--- config.mk ---
export PLATFORM = sky130hd
export DESIGN_NAME = trng_conditioner
export DESIGN_NICKNAME = d
export VERILOG_FILES = /design/src/rtl/trng_pkg.sv /design/src/rtl/trng_sync.sv /design/src/rtl/trng_conditioner.sv
export SDC_FILE = /design/constraint.sdc
export NUM_CORES = 1
export LEC_CHECK = 0
export ABC_AREA = 1
export BUFFER_PORTS_ARGS = -buffer_cell sky130_fd_sc_hd__buf_2
export CORE_UTILIZATION = 61
export DETAILED_ROUTE_END_ITERATION = 16
export PLACE_DENSITY = 0.83
export SETUP_SLACK_MARGIN = 0.3
export SLEW_MARGIN = 20
export SYNTH_ARGS = -nofsm -noshare
export SYNTH_HDL_FRONTEND = slang
export SYNTH_SLANG_ARGS = --single-unit
--- constraint.sdc ---
create_clock -name clk -period 4.1 [get_ports clk]
set_clock_uncertainty 0.1 [all_clocks]
set_input_delay 0.41 -clock clk [delete_from_list [all_inputs] [get_ports clk]]
set_output_delay 0.41 -clock clk [all_outputs]
set_load 0.02 [all_outputs]
--- src/rtl/trng_pkg.sv ---
// trng_pkg: shared mode encodings, VN state type and default parameters for the TRNG conditioner
package trng_pkg;
  localparam logic [1:0] MODE_SINGLE    = 2'b00;
  localparam logic [1:0] MODE_XOR       = 2'b01;
  localparam logic [1:0] MODE_VN_XOR    = 2'b10;
  localparam logic [1:0] MODE_VN_SINGLE = 2'b11;
  typedef enum logic {VN_IDLE, VN_HAVE_FIRST} vn_state_t;
  localparam int DEF_NUM_CH      = 4;
  localparam int DEF_OUT_W       = 8;
  localparam int DEF_SYNC_STAGES = 2;
  localparam int DEF_DIV_W       = 8;
  localparam int DEF_RCT_CUTOFF  = 32;
endpackage

--- src/rtl/trng_sync.sv ---
// trng_sync: single-bit multi-flop synchroniser for an asynchronous oscillator input
module trng_sync #(
  parameter int STAGES = 2
) (
  input  logic clk,
  input  logic rst_n,
  input  logic d,
  output logic q
);
  logic [STAGES-1:0] ff;
  always_ff @(posedge clk or negedge rst_n)
    if (!rst_n) ff <= '0;
    else ff <= {ff[STAGES-2:0], d};
  assign q = ff[STAGES-1];
endmodule

--- src/rtl/trng_conditioner.sv ---
// trng_conditioner: samples NUM_CH synchronised entropy sources, combines/debiases them,
// packs bits into OUT_W-bit words and runs a repetition-count health test
module trng_conditioner
  import trng_pkg::*;
#(
  parameter int NUM_CH      = DEF_NUM_CH,
  parameter int OUT_W       = DEF_OUT_W,
  parameter int SYNC_STAGES = DEF_SYNC_STAGES,
  parameter int DIV_W       = DEF_DIV_W,
  parameter int RCT_CUTOFF  = DEF_RCT_CUTOFF
) (
  input  logic              clk,
  input  logic              rst_n,
  input  logic              ena,
  input  logic [NUM_CH-1:0] raw_i,
  input  logic [1:0]        mode,
  input  logic [2:0]        ch_sel,
  input  logic [DIV_W-1:0]  sample_div,
  output logic [OUT_W-1:0]  out_data,
  output logic              out_valid,
  input  logic              out_ready,
  output logic              overrun,
  output logic              health_fail
);
  localparam int CW = $clog2(OUT_W);
  localparam int RW = $clog2(RCT_CUTOFF + 1);
  localparam logic [RW-1:0] CUT = RW'(RCT_CUTOFF);
  localparam logic [3:0] NCH = 4'(NUM_CH);
  logic [NUM_CH-1:0] s;
  logic [7:0] s_pad;
  logic [2:0] sel;
  logic [DIV_W-1:0] div_cnt;
  logic strobe, use_single, vn, c, cfg_chg, first, emit, ebit, done, same, last;
  logic [1:0] mode_q;
  logic [2:0] ch_sel_q;
  vn_state_t vn_state, vn_next;
  logic [OUT_W-1:0] sh, word;
  logic [CW-1:0] bcnt;
  logic [RW-1:0] rct_cnt;

  genvar i;
  for (i = 0; i < NUM_CH; i++) begin : g_sync
    trng_sync #(.STAGES(SYNC_STAGES)) u_sync (.clk(clk), .rst_n(rst_n), .d(raw_i[i]), .q(s[i]));
  end

  assign s_pad      = 8'(s);
  assign sel        = ({1'b0, ch_sel} < NCH) ? ch_sel : 3'd0;
  assign use_single = (mode == MODE_SINGLE) || (mode == MODE_VN_SINGLE);
  assign vn         = (mode == MODE_VN_XOR) || (mode == MODE_VN_SINGLE);
  assign c          = use_single ? s_pad[sel] : ^s;
  assign strobe     = ena && (div_cnt == sample_div);
  assign cfg_chg    = (mode != mode_q) || (ch_sel != ch_sel_q);
  assign same       = (c == last);
  assign word       = {sh[OUT_W-2:0], ebit};
  assign done       = emit && (bcnt == CW'(OUT_W - 1));

  always_comb begin
    vn_next = (!ena || cfg_chg || !vn) ? VN_IDLE :
              !strobe ? vn_state :
              (vn_state == VN_IDLE) ? VN_HAVE_FIRST : VN_IDLE;
    emit = strobe && !health_fail && (vn ? (vn_state == VN_HAVE_FIRST && first != c) : 1'b1);
    ebit = vn ? first : c;
  end

  always_ff @(posedge clk or negedge rst_n)
    if (!rst_n) begin
      vn_state <= VN_IDLE;
      first    <= 1'b0;
      mode_q   <= '0;
      ch_sel_q <= '0;
      div_cnt  <= '0;
    end else begin
      vn_state <= vn_next;
      if (strobe && vn_state == VN_IDLE) first <= c;
      mode_q   <= mode;
      ch_sel_q <= ch_sel;
      div_cnt  <= (!ena || strobe) ? '0 : div_cnt + 1'b1;
    end

  // A completed word is only accepted if the output slot is free or being drained this cycle
  always_ff @(posedge clk or negedge rst_n)
    if (!rst_n) begin
      sh        <= '0;
      bcnt      <= '0;
      out_data  <= '0;
      out_valid <= 1'b0;
      overrun   <= 1'b0;
    end else begin
      if (emit) sh <= word;
      bcnt <= (!ena || done) ? '0 : bcnt + CW'(emit);
      if (!ena) out_valid <= 1'b0;
      else if (done && (!out_valid || out_ready)) begin
        out_data  <= word;
        out_valid <= 1'b1;
      end else if (out_valid && out_ready) out_valid <= 1'b0;
      if (done && out_valid && !out_ready) overrun <= 1'b1;
    end

  always_ff @(posedge clk or negedge rst_n)
    if (!rst_n) begin
      rct_cnt     <= RW'(1);
      last        <= 1'b0;
      health_fail <= 1'b0;
    end else if (!ena) begin
      rct_cnt <= RW'(1);
      last    <= 1'b0;
    end else if (strobe) begin
      rct_cnt <= !same ? RW'(1) : (rct_cnt == CUT) ? rct_cnt : rct_cnt + 1'b1;
      last    <= c;
      if (same && rct_cnt >= CUT - 1'b1) health_fail <= 1'b1;
    end
endmodule

Word-level counts from Yosys, hierarchy flattened --
Index checks and enable logic that the tools add are counted.
Operators by class: add/subtract/negate cells 3, $lt $le $gt $ge 3, equal/unequal tests 12, mux-type cells 20, bitwise operators 1, reduce and logical (&&, ||, !) cells 30
Operators by type and width (count):
- 6-bit two-way mux | 4
- 1-bit two-way mux | 12
- 1-bit logical AND | 11
- 8-bit by 1-bit adder with 8-bit output (second input constant) | 1
- 8-bit equality test | 1
- 1-bit logical OR | 8
- 8-bit two-way mux | 1
- 6-bit by 1-bit adder with 6-bit output (second input constant) | 1
- 6-bit equality test (second input constant) | 1
- 6-bit by 5-bit >= comparator with 1-bit output (second input constant) | 1
- 3-bit two-way mux | 2
- 1-bit logical NOT | 5
- 2-bit equality test (second input constant) | 2
- 3-bit by 4-bit less-than comparator with 1-bit output (second input constant) | 1
- 2-bit AND reduction | 2
- 4-bit parity | 1
- 3-bit by 1-bit adder with 3-bit output | 1
- 1-bit binary-select mux with 3-bit select | 1
- 3-bit equality test (second input constant) | 1
- 3-bit less-than comparator (second input constant) | 1
- 3-bit by 1-bit inequality test with 1-bit output (second input constant) | 1
- 3-bit inequality test | 1
- 3-bit inequality test (second input constant) | 1
- 3-bit AND reduction | 1
- 7 further kinds | 7
Storage, ports and cells: bits in registers 51, input bits 21, output and inout port bits 11, word-level logic and storage cells 86

Logic depth before layout (Yosys ltp) --
Gate-level depths: netlist of run 1.
depth in word-level cells 13, mapped depth 14, gate-level depth less buffers 13

Hierarchy --
From an unflattened synthesis of run 1, not the netlist that was laid out.
Second synthesis, totals: cell total of the unflattened synthesis 275, area, all modules 2427.3 µm²
Modules (own cells, without submodules):
- trng_conditioner | instances 1, cells each 267, area each 2227.1 µm², sequential area each 1077.3 µm²
- trng_sync | instances 4, cells each 2, area each 50.0 µm², sequential area each 50.0 µm²

Worst setup path after synthesis of run 1 --
No wires, ideal clock.
path kind input -> register, start point input mode[0], end point register bcnt[2], setup time 0.120 ns, data arrival time 1.933 ns, required time 3.880 ns, path slack 1.947 ns, stages on the path 12, path buffers 1, path through inv_1 > ha_1 > inv_1 > nand3_2 > nand3_1 > nand3_2 > a21oi_4 > buf_6 > ha_1 > ha_1 > xnor2_1 > nor2_1
Between the ends: longest elaborated chain between the ends 10, elaborated cells between the ends (all ways) 14, classes of those cells 1 x add/sub; 3 x eq/ne; 3 x mux; 7 x reduce/logical
Ends and longest elaborated chain:
- start, declared | line trng_conditioner.sv:16 | input logic [1:0] mode,
- 2-bit equality test or 2-bit logical NOT (tied branches) | line trng_conditioner.sv:48, trng_conditioner.sv:49
- 1-bit logical OR | line trng_conditioner.sv:48 | assign use_single = (mode == MODE_SINGLE) || (mode == MODE_VN_SINGLE);
- 1-bit two-way mux | line trng_conditioner.sv:50 | assign c = use_single ? s_pad[sel] : ^s;
- 1-bit inequality test | line trng_conditioner.sv:61 | emit = strobe && !health_fail && (vn ? (vn_state == VN_HAVE_FIRST && first != c) : 1'b1);
- 1-bit logical AND | line trng_conditioner.sv:61
- 1-bit two-way mux * | line trng_conditioner.sv:61
- 1-bit logical AND * | line trng_conditioner.sv:61
- net emit | line trng_conditioner.sv:33 | logic strobe, use_single, vn, c, cfg_chg, first, emit, ebit, done, same, last;
- parallel branches: the longest is 2 deep, another holds 3-bit by 1-bit adder with 3-bit output
- 3-bit two-way mux * | line trng_conditioner.sv:90 | bcnt <= (!ena || done) ? '0 : bcnt + CW'(emit);
- end signal, assigned | line trng_conditioner.sv:90
- end, declared | line trng_conditioner.sv:38 | logic [CW-1:0] bcnt;
Mark *: on every way through the listed nets, which the timed path passes. A chain may end at the register's enable or synchronous reset.

Worst setup path in the final report of run 1 --
start point register div_cnt[0], end point register bcnt[2]
Between the ends: longest elaborated chain between the ends 7, elaborated cells between the ends (all ways) 8, classes of those cells 1 x add/sub; 1 x eq/ne; 1 x mux; 5 x reduce/logical
Ends and longest elaborated chain:
- start, declared | line trng_conditioner.sv:32 | logic [DIV_W-1:0] div_cnt;
- start signal, assigned | line trng_conditioner.sv:77 | div_cnt <= (!ena || strobe) ? '0 : div_cnt + 1'b1;
- 8-bit equality test * | line trng_conditioner.sv:51 | assign strobe = ena && (div_cnt == sample_div);
- 1-bit logical AND * | line trng_conditioner.sv:51
- 1-bit logical AND * (2 in series) | line trng_conditioner.sv:61
- parallel branches: the longest is 2 deep, another holds 3-bit by 1-bit adder with 3-bit output
- 3-bit two-way mux * | line trng_conditioner.sv:90
Mark *: on every way between the ends.

==> impl_metrics.ini, run 1 <==
[hold_path]
min_path_type = in2async

[pwr]
p_seq_share_pct = 59.2
p_leak_nw = 1.47
switching_power_w = 0.000225
powerDensity_nw_per_um2 = 328
switching_share_pct = 25.2
p_comb_share_pct = 9.7
total_power_w = 0.000892
intPower_w = 0.000668
vdd.ir_drop.worst_v = 0.000272
power_frac_clock_pct = 31.1

[finish]
multi_input_area_um2 = 1010
nets = 338
drive_above_1_share_pct = 17.0
ff_latch_area_um2 = 1280
final_cell_mix = nand2_1 (84), dfrtp_1 (50), buf_2 (30)
final_common_cell = nand2_1
syn2layout_area_growth_pct = 11.6
fillers = 290
antenna_cells = 0
final_util_pct = 72.8

[logic_synthesis]
syn_inst = 275
synthesis.nets = 303
ys_seq_elements = 51
synth_area_per_cell_um2 = 8.88
synth-seq-area-share_pct = 52.3
ys_types = 33
syn-cell-area_um2 = 2440
yosys_warnings = 0

[clocking]
cts_resized = 0
post_cts_buffers = 0
max-clock-path-buffers = 2
cts_root_buf = clkbuf_8
cts_hold_buf = 0
insertion_delay_ps = 300
clkSlewWorstSetupHoldPaths_ps = 90
clock_sinks = 51
numCtsBuffers = 5
cts_tree = yes
cts_max_level = 2

[sta]
final_hold_viol_count = 0
fmax_ghz = 0.448
tightest_slew_ps = 602
worst_slew_margin_rel_pct = 59.9
period_needed_ps = 2230
timing.final.crit_share_pct = 54.4
setup_viol = 0
drv_slew = 0
setup_tns_ps = 0
rsz0062_at_grt = false

[flow_run]
drv_cap = 0

[placed_design]
portBuffers = 31
dpl.hpwl_mm = 3.11
gp_congestion = 0.882

[critical_path]
reg2regPathDepth = 9
crit_cells = 9
crit_type = reg2reg
crit_chain = xnor2_1, nand2_1, nor3_2, nand4_2, a21oi_4, ha_1, ha_1, xnor2_1, nor2_1
startpoint_type = flop
cp_top_family = simple AND/OR/NAND/NOR gates
slowest_stage = dfrtp_1
cp-end-kind = flop
crit_path_max_fanout = 18
critPathBufInv = 0
worstSetupStartpoint = div_cnt[0]
slowest_delay_ps = 430
worst_ep_arrival_time_ps = 2330
cp.required_ps = 4200
r2r-start = div_cnt[0]

[global_routing]
grt_usage_pct = 23.5
grt-ovfl-total = 0
grt_max_degree = 52
grt_pass1_vias = 1829
grt_pass1_wl_mm = 7.53
antenna_found_initial = 0

[outcome]
status = finished, final reports clean

[die]
die-area_um2 = 4260
num_rows = 22
die_x_um = 65.3
chipHeight_um = 65.3
top_level_ports = 32
start_util_pct = 65.2
core_um2 = 3740

[routing]
vias_per_cell = 5.22
dr.first_iter.drc_count = 182
routedWlPerCell_um = 11.6
vias = 1873
routed_wl_mm = 4.18
drt.antenna.violating_nets = 0
route.detailed.drc = 0
first_pass_iters = 4
## registers in the layout, summed over array words and instances (netlist names)
register and cells:
div_cnt 8, vn_state 1, ch_sel_q 3, mode_q 2, g_sync.u_sync.ff 8, bcnt 3
first 1, out_valid 1, overrun 1, health_fail 1, out_data 8, sh 7
last 1, rct_cnt 6
## cell families (layout without fill, tap and decap cells)
logic type	count (synthesis)	after routing	synth area share (%)
XOR/XNOR	16	16	5.74
adder cells (fa/ha/maj)	7	7	3.59
AO/OA/AOI/OAI	16	16	4.15
AND/OR/NAND/NOR	148	148	28.0
flip-flops	51	51	52.3
buffers and inverters	37	73	6.20
## stage by stage
stage | std cells | setup WS (ps) | cell area, µm² | hold WS (ps)
after floorplan | 275 | 1950 | 2440 | 14.4
after global placement | 351 | 1700 | 2630 | 232
after detailed placement | 351 | 1600 | 2630 | 235
after CTS | 359 | 1850 | 2720 | 100
after global routing | 359 | 1680 | 2720 | 63.3
final | 359 | 1870 | 2720 | 10.5
## final cells by class
cell class,count,share of cell area (%)
inverter,34,4.69
clock buffer,5,2.53
timing repair buffer,31,5.79
clock inverter,3,0.735
sequential,51,46.9
tap,48,2.20
multi-input combinational,187,37.2
## metal layers
metal	track usage (%)	vias up	wire length [µm]
li1	-	959	-
met1	28.6	870	1900
met2	40.1	35	2050
met3	5.73	9	165
met4	8.97	0	70
met5	0	-	0
## cells in the mapped netlist
library cell	number	area (µm²)
nand2_1	84	315
dfrtp_1	50	1250
inv_1	28	105
nand3_1	16	80.1
nor2_1	16	60.1
nand4_1	12	75.1
xor2_1	11	96.3
ha_1	7	87.6
nor3_1	6	30.0
a21oi_1	5	25.0
inv_2	5	18.8
o21ai_0	5	25.0
xnor2_1	5	43.8
nand3_2	3	30.0
and3_1	2	12.5
nor3_2	2	20.0
nor3b_1	2	15.0
a21oi_4	1	16.3
a221oi_1	1	8.76
buf_2	1	5.00
buf_4	1	7.51
buf_6	1	11.3
clkinv_1	1	3.75
dfstp_2	1	26.3
nand2_4	1	11.3
nand3b_1	1	7.51
nand4_2	1	12.5
nor4_1	1	6.26
o21ai_1	1	5.00
o21bai_1	1	7.51
o22ai_1	1	6.26
o31ai_1	1	7.51
or4_1	1	7.51
## final timing paths
check,endpoint,slack (ps)
setup / recovery,bcnt[2],1870
max in group asynchronous,g_sync[2].u_sync.ff[0],3480
setup reg to reg,bcnt[2],1870
hold / removal,mode_q[1],10
hold reg to reg,g_sync[2].u_sync.ff[1],250
min in group clk,g_sync[1].u_sync.ff[0],110
## power by group through the flow
stage	clock, W	sequential (W)	combinational (W)
final	0.000278	0.000528	0.0000865
after global routing	0.000304	0.000530	0.000102
after CTS	0.000291	0.000528	0.0000879
after detailed placement	0	0.000538	0.0000875
after global placement	0	0.000538	0.0000850
after floorplan	0	0.000536	0.0000554
(Power assumes the default switching activity.)
==> run 2, diff against run 1 <==
Settings changed: CORE_UTILIZATION 61 to 51, PLACE_DENSITY 0.83 to 0.74.
Clock period 4.1 ns to 2.05 ns, I/O delays scaled along.
==> run 2 against run 1 <==
Compared with the run above:
- the flow now finishes with violations (DRC)
- final area grew 15%
- utilization fell by 2.6 points
- non-clock buffer count up 27
- sequential share of layout area is 6.2 points lower
- global-route usage shrank 3.3 points
- worst hold slack gained 170 ps
- routed wire length is 14% higher
- sequential power is 100% higher
- register-to-register slack got worse by 1700 ps
- count of clock-buffer cells in the layout up 3
==> impl_metrics.ini, run 2 (synthesis gave the netlist of run 1 again) <==
[finish]
final_common_cell = nand2_1
largestRegisters = div_cnt: 8 flops, g_sync.u_sync.ff: 8 flops, out_data: 8 flops
final_cells = 390
final_cell_mix = nand2_1 (74), dfrtp_1 (50), buf_2 (31)
nets = 365
syn2layout_area_growth_pct = 28.5
drive_above_1_share_pct = 27.2
antenna_cells = 0
fillers = 339

[outcome]
status = finished with violations
violations = DRC

[clocking]
cts_max_level = 2
numCtsBuffers = 5
cts_tree = yes
max-clock-path-buffers = 2
insertion_delay_ps = 300
clkSlewWorstSetupHoldPaths_ps = 90
cts_root_buf = clkbuf_8
clock_sinks = 51

[sta]
setup_viol = 0
final_hold_viol_count = 0
timing.final.crit_share_pct = 92.8
drv_slew = 0
period_needed_ps = 1900
rsz0062_at_grt = true
tightest_slew_ps = 540
finalWorstSetupSlack_ps = 148
fmax_ghz = 0.526
setup_tns_ps = 0
worst_slew_margin_rel_pct = 64.0

[critical_path]
slowest_delay_ps = 390
crit_path_max_fanout = 4
worst_ep_arrival_time_ps = 1990
r2r-start = div_cnt[4]
crit_chain = inv_2, nand2_1, nand4_1, nor3_4, nand4_4, a21oi_4, ha_4, ha_4, xnor2_2, nor2_1
reg2regPathDepth = 10
cp_top_family = simple AND/OR/NAND/NOR gates
crit_type = reg2reg
startpoint_type = flop
cp.required_ps = 2140
cp-end-kind = flop
path_common_cell = ha_4
slowest_stage = dfrtp_1
critPathBufInv = 1
timing.rr.end = bcnt[2]
rrSetupSlack_ps = 150

[hold_path]
min_path_type = in2reg
worstHoldEndpoint = bcnt[0]
min-delay-start = ena
hold_depth = 3

[flow_run]
drv_cap = 0

[routing]
vias = 2006
dr.first_iter.drc_count = 126
route.detailed.drc = 4
routed_wl_mm = 4.75
drt.antenna.violating_nets = 0
first_pass_iters = 10
routedWlPerCell_um = 12.2
vias_per_cell = 5.14

[global_routing]
grt-ovfl-total = 0
grt_max_degree = 30
antenna_found_initial = 0
grt_usage_pct = 20.2
grt_pass1_vias = 1877
grt_pass1_wl_mm = 7.99

[pwr]
powerDensity_nw_per_um2 = 609
p_comb_share_pct = 12.3
p_leak_nw = 1.64
switching_share_pct = 24.5
switching_power_w = 0.000468
intPower_w = 0.00144
p_seq_share_pct = 55.3
vdd.ir_drop.worst_v = 0.000352
power_frac_clock_pct = 32.4

[placed_design]
gp_congestion = 0.858
portBuffers = 31
dp_slack_ps = 66.7
dpl.hpwl_mm = 3.32
post-place-cells = 359

[die]
core_um2 = 4470
top_level_ports = 32
die_x_um = 71.2
num_rows = 24
die-area_um2 = 5070
start_util_pct = 54.6
chipHeight_um = 71.2
## run 2: cell count changes in the layout (fill, tap and decap cells not counted), sizes merged
| cell | before | now |
|---|---|---|
| clkinv | 2 | 1 |
| clkbuf | 5 | 8 |
| buf | 31 | 48 |
| dlygate4sd3 | 0 | 10 |
| clkinvlp | 2 | 0 |
## run 2: what timing repair did
item	4_1_cts	5_1_grt
endpoints found under the hold margin	30	0
pin swaps	3	13
setup endpoints to repair	23	35
resized for setup	4	32
gates cloned	1	0
buffers inserted	7	5
hold buffers	10	0
## run 2: worst min-delay path, delay by kind of cell
family | cells | cell delay (ps)
buf+inv | 1 | 150
simple gates | 2 | 190
## run 2: how the worst max path moves through the flow
stage / start / endpoint / cells after the start
after floorplan: div_cnt[0] / bcnt[2] / 10
after global placement: div_cnt[0] / bcnt[2] / 9
after detailed placement: div_cnt[0] / bcnt[2] / 9
after CTS: div_cnt[5] / sh[6] / 11
after global routing: div_cnt[4] / sh[4] / 11
final: div_cnt[4] / bcnt[2] / 10
## run 2: layout make-up
cell class | count | area (µm²) | share of cell area (%)
flip-flops and latches | 51 | 1280 | 40.7
multi-input cells | 187 | 1130 | 36.1
repair buffers | 58 | 427 | 13.6
inverters | 34 | 135 | 4.31
clock buffers | 8 | 100 | 3.19
well taps | 52 | 65.1 | 2.07
## run 2: metrics by stage
| stage | total power [W] | hold slack, ps | util, % | instance area, µm² |
|---|---|---|---|---|
| after global routing | 0.00200 | 189 | 70.1 | 3140 |
| final | 0.00191 | 176 | 70.1 | 3140 |
| after global placement | 0.00125 | 111 | 60.5 | 2710 |
| after CTS | 0.00190 | 143 | 66.6 | 2980 |
| after detailed placement | 0.00126 | 120 | 60.5 | 2710 |
| after floorplan | 0.00118 | -191 | - | 2470 |
## run 2: power groups by stage
stage	sequential (W)	clock [W]	combinational [W]
final	0.00106	0.000619	0.000236
after global placement	0.00108	0	0.000178
after floorplan	0.00107	0	0.000111
after CTS	0.00106	0.000637	0.000206
after global routing	0.00106	0.000677	0.000265
after detailed placement	0.00108	0	0.000182
## run 2: routing by layer
metal  GRT usage, %  up-vias  share of wire, %
met5              0        -                 0
met4           6.22        0               1.4
met3           4.56        7               2.9
met2           33.5       35                48
met1           26.6      956                47
li1               -     1008                 -
==> run 3, diff against run 2 <==
Settings changed: CORE_UTILIZATION 51 to 61, PLACE_DENSITY 0.74 to unset, PLACE_DENSITY_LB_ADDON set to 0.05.
Clock period 2.05 ns to 2.3 ns, I/O delays scaled along.
==> run 3 against run 2 <==
Compared with the run above:
- the flow now finishes without violations
- worst hold slack gained 28 ps
- combinational power is 16% lower
- setup slack gained 140 ps
- critical path depth unchanged
- fmax is 5.3% lower
- global-route usage increased by 2.2 points
==> impl_metrics.ini, run 3 (synthesis gave the netlist of run 1 again) <==
[sta]
setup_tns_ps = 0
worst_slew_margin_rel_pct = 59.6
timing.final.crit_share_pct = 87.3
drv_slew = 0
fmax_ghz = 0.498
tightest_slew_ps = 607
rsz0062_at_grt = true
final_hold_viol_count = 0
finalWorstSetupSlack_ps = 292
period_needed_ps = 2010
setup_viol = 0

[clocking]
insertion_delay_ps = 290
numCtsBuffers = 5
cts_tree = yes
clock_sinks = 51
cts_max_level = 2
clkSlewWorstSetupHoldPaths_ps = 90
max-clock-path-buffers = 2
cts_root_buf = clkbuf_8

[critical_path]
worst_ep_arrival_time_ps = 2090
cp_top_family = simple AND/OR/NAND/NOR gates
critPathBufInv = 1
crit_type = reg2reg
crit_chain = inv_2, nand2_1, nand4_1, nor3_4, nand4_4, a21oi_4, ha_4, ha_4, xnor2_1, nor2_1
slowest_stage = dfrtp_1
startpoint_type = flop
path_common_cell = ha_4
r2r-start = div_cnt[4]
cp.required_ps = 2380
crit_path_max_fanout = 4
worstSetupStartpoint = div_cnt[4]
slowest_delay_ps = 410
cp-end-kind = flop

[routing]
route.detailed.drc = 0
dr_wl_met2_mm = 2.51
routed_wl_mm = 4.98
drt-met1-wl_mm = 2.24
dr.first_iter.drc_count = 123
drt.antenna.violating_nets = 0
vias_per_cell = 5.22
first_pass_iters = 5
wl_met3_um = 173
routedWlPerCell_um = 12.9
maxUsedRoutingLayer = met4
vias = 2008

[pwr]
p_leak_nw = 1.62
powerDensity_nw_per_um2 = 568
vdd.ir_drop.worst_v = 0.000431
total_power_w = 0.00173

[finish]
largestRegisters = div_cnt: 8 flops, g_sync.u_sync.ff: 8 flops, out_data: 8 flops
antenna_cells = 0
final_cell_mix = nand2_1 (80), dfrtp_1 (50), buf_2 (31)
drive_above_1_share_pct = 22.6
nets = 365
final_common_cell = nand2_1
syn2layout_area_growth_pct = 24.8
final_cells = 385

[global_routing]
grt_pass1_wl_mm = 7.25
antenna_found_initial = 0
grt-ovfl-total = 0
grt_max_degree = 27
grt_pass1_vias = 1763
grt_usage_pct = 22.4

[placed_design]
gp_congestion = 0.812
portBuffers = 31
post-place-cells = 354
dp_slack_ps = 286
dpl.hpwl_mm = 3.11

[die]
core_um2 = 3740
die_x_um = 65.3
chipHeight_um = 65.3
die-area_um2 = 4260
top_level_ports = 32
start_util_pct = 65.2
num_rows = 22

[hold_path]
min-delay-start = ena
min_path_type = in2reg

[flow_run]
drv_cap = 0

[outcome]
status = finished, final reports clean
run 3: changes by cell type in the layout (fill, tap and decap cells not counted), sizes merged:
cell / previous run / this run
bufinv: 0 / 1
clkbuf: 8 / 6
run 3: final timing paths:
check	to	slack (ps)	depth (start not counted)
min in group asynchronous	g_sync[1].u_sync.ff[0]	370	2
max in group asynchronous	bcnt[1]	1190	3
worst min-delay path	bcnt[1]	200	3
worst min register to register	g_sync[0].u_sync.ff[1]	260	0
worst max register to register	bcnt[2]	290	10
worst max-delay path	bcnt[2]	290	10
run 3: cell type report:
class | count | area [µm²]
multi-input cells | 187 | 1080
well taps | 48 | 60.1
inverters | 34 | 128
clock inverters | 1 | 30.0
clock buffers | 6 | 72.6
fillers | 246 | 697
repair buffers | 58 | 403
flip-flops and latches | 51 | 1280
run 3: stage by stage:
stage / hold slack [ps] / cell area, µm² / utilization [%]
2_1_floorplan: -166 / 2440 / -
3_3_place_gp: 161 / 2670 / 71.3
3_5_place_dp: 166 / 2670 / 71.3
4_1_cts: 167 / 2870 / 76.7
5_1_grt: 212 / 3050 / 81.4
6_report: 204 / 3050 / 81.4
run 3: repair_timing:
| action | 4_1_cts | 5_1_grt |
|---|---|---|
| setup endpoints to repair | 0 | 19 |
| hold buffers | 10 | 0 |
| setup buffers | 0 | 14 |
| resized for setup | 0 | 15 |
| hold endpoints to repair | 33 | 0 |
run 3: routing by layer:
| metal | GRT usage [%] | up-vias |
|---|---|---|
| met5 | 0 | - |
| met4 | 8.97 | 0 |
| met3 | 3.82 | 8 |
| met2 | 38.5 | 41 |
| met1 | 28.0 | 947 |
| li1 | - | 1012 |
run 3: worst reg2reg max path: stages, from the launching register on:
cell and delay (ps):
dfrtp_1 410, inv_2 70, nand2_1 70, nand4_1 150, nor3_4 290, nand4_4 140, a21oi_4 190, ha_4 160
ha_4 120, xnor2_1 130, nor2_1 70
run 3: power breakdown:
part | leakage [nW] | switching (W) | internal (W) | total (W)
logic | 0.903 | 0.000117 | 0.0000815 | 0.000198
clock network | 0.0513 | 0.000272 | 0.000319 | 0.000591
registers | 0.665 | 0.0000205 | 0.000922 | 0.000943
total | 1.62 | 0.000409 | 0.00132 | 0.00173
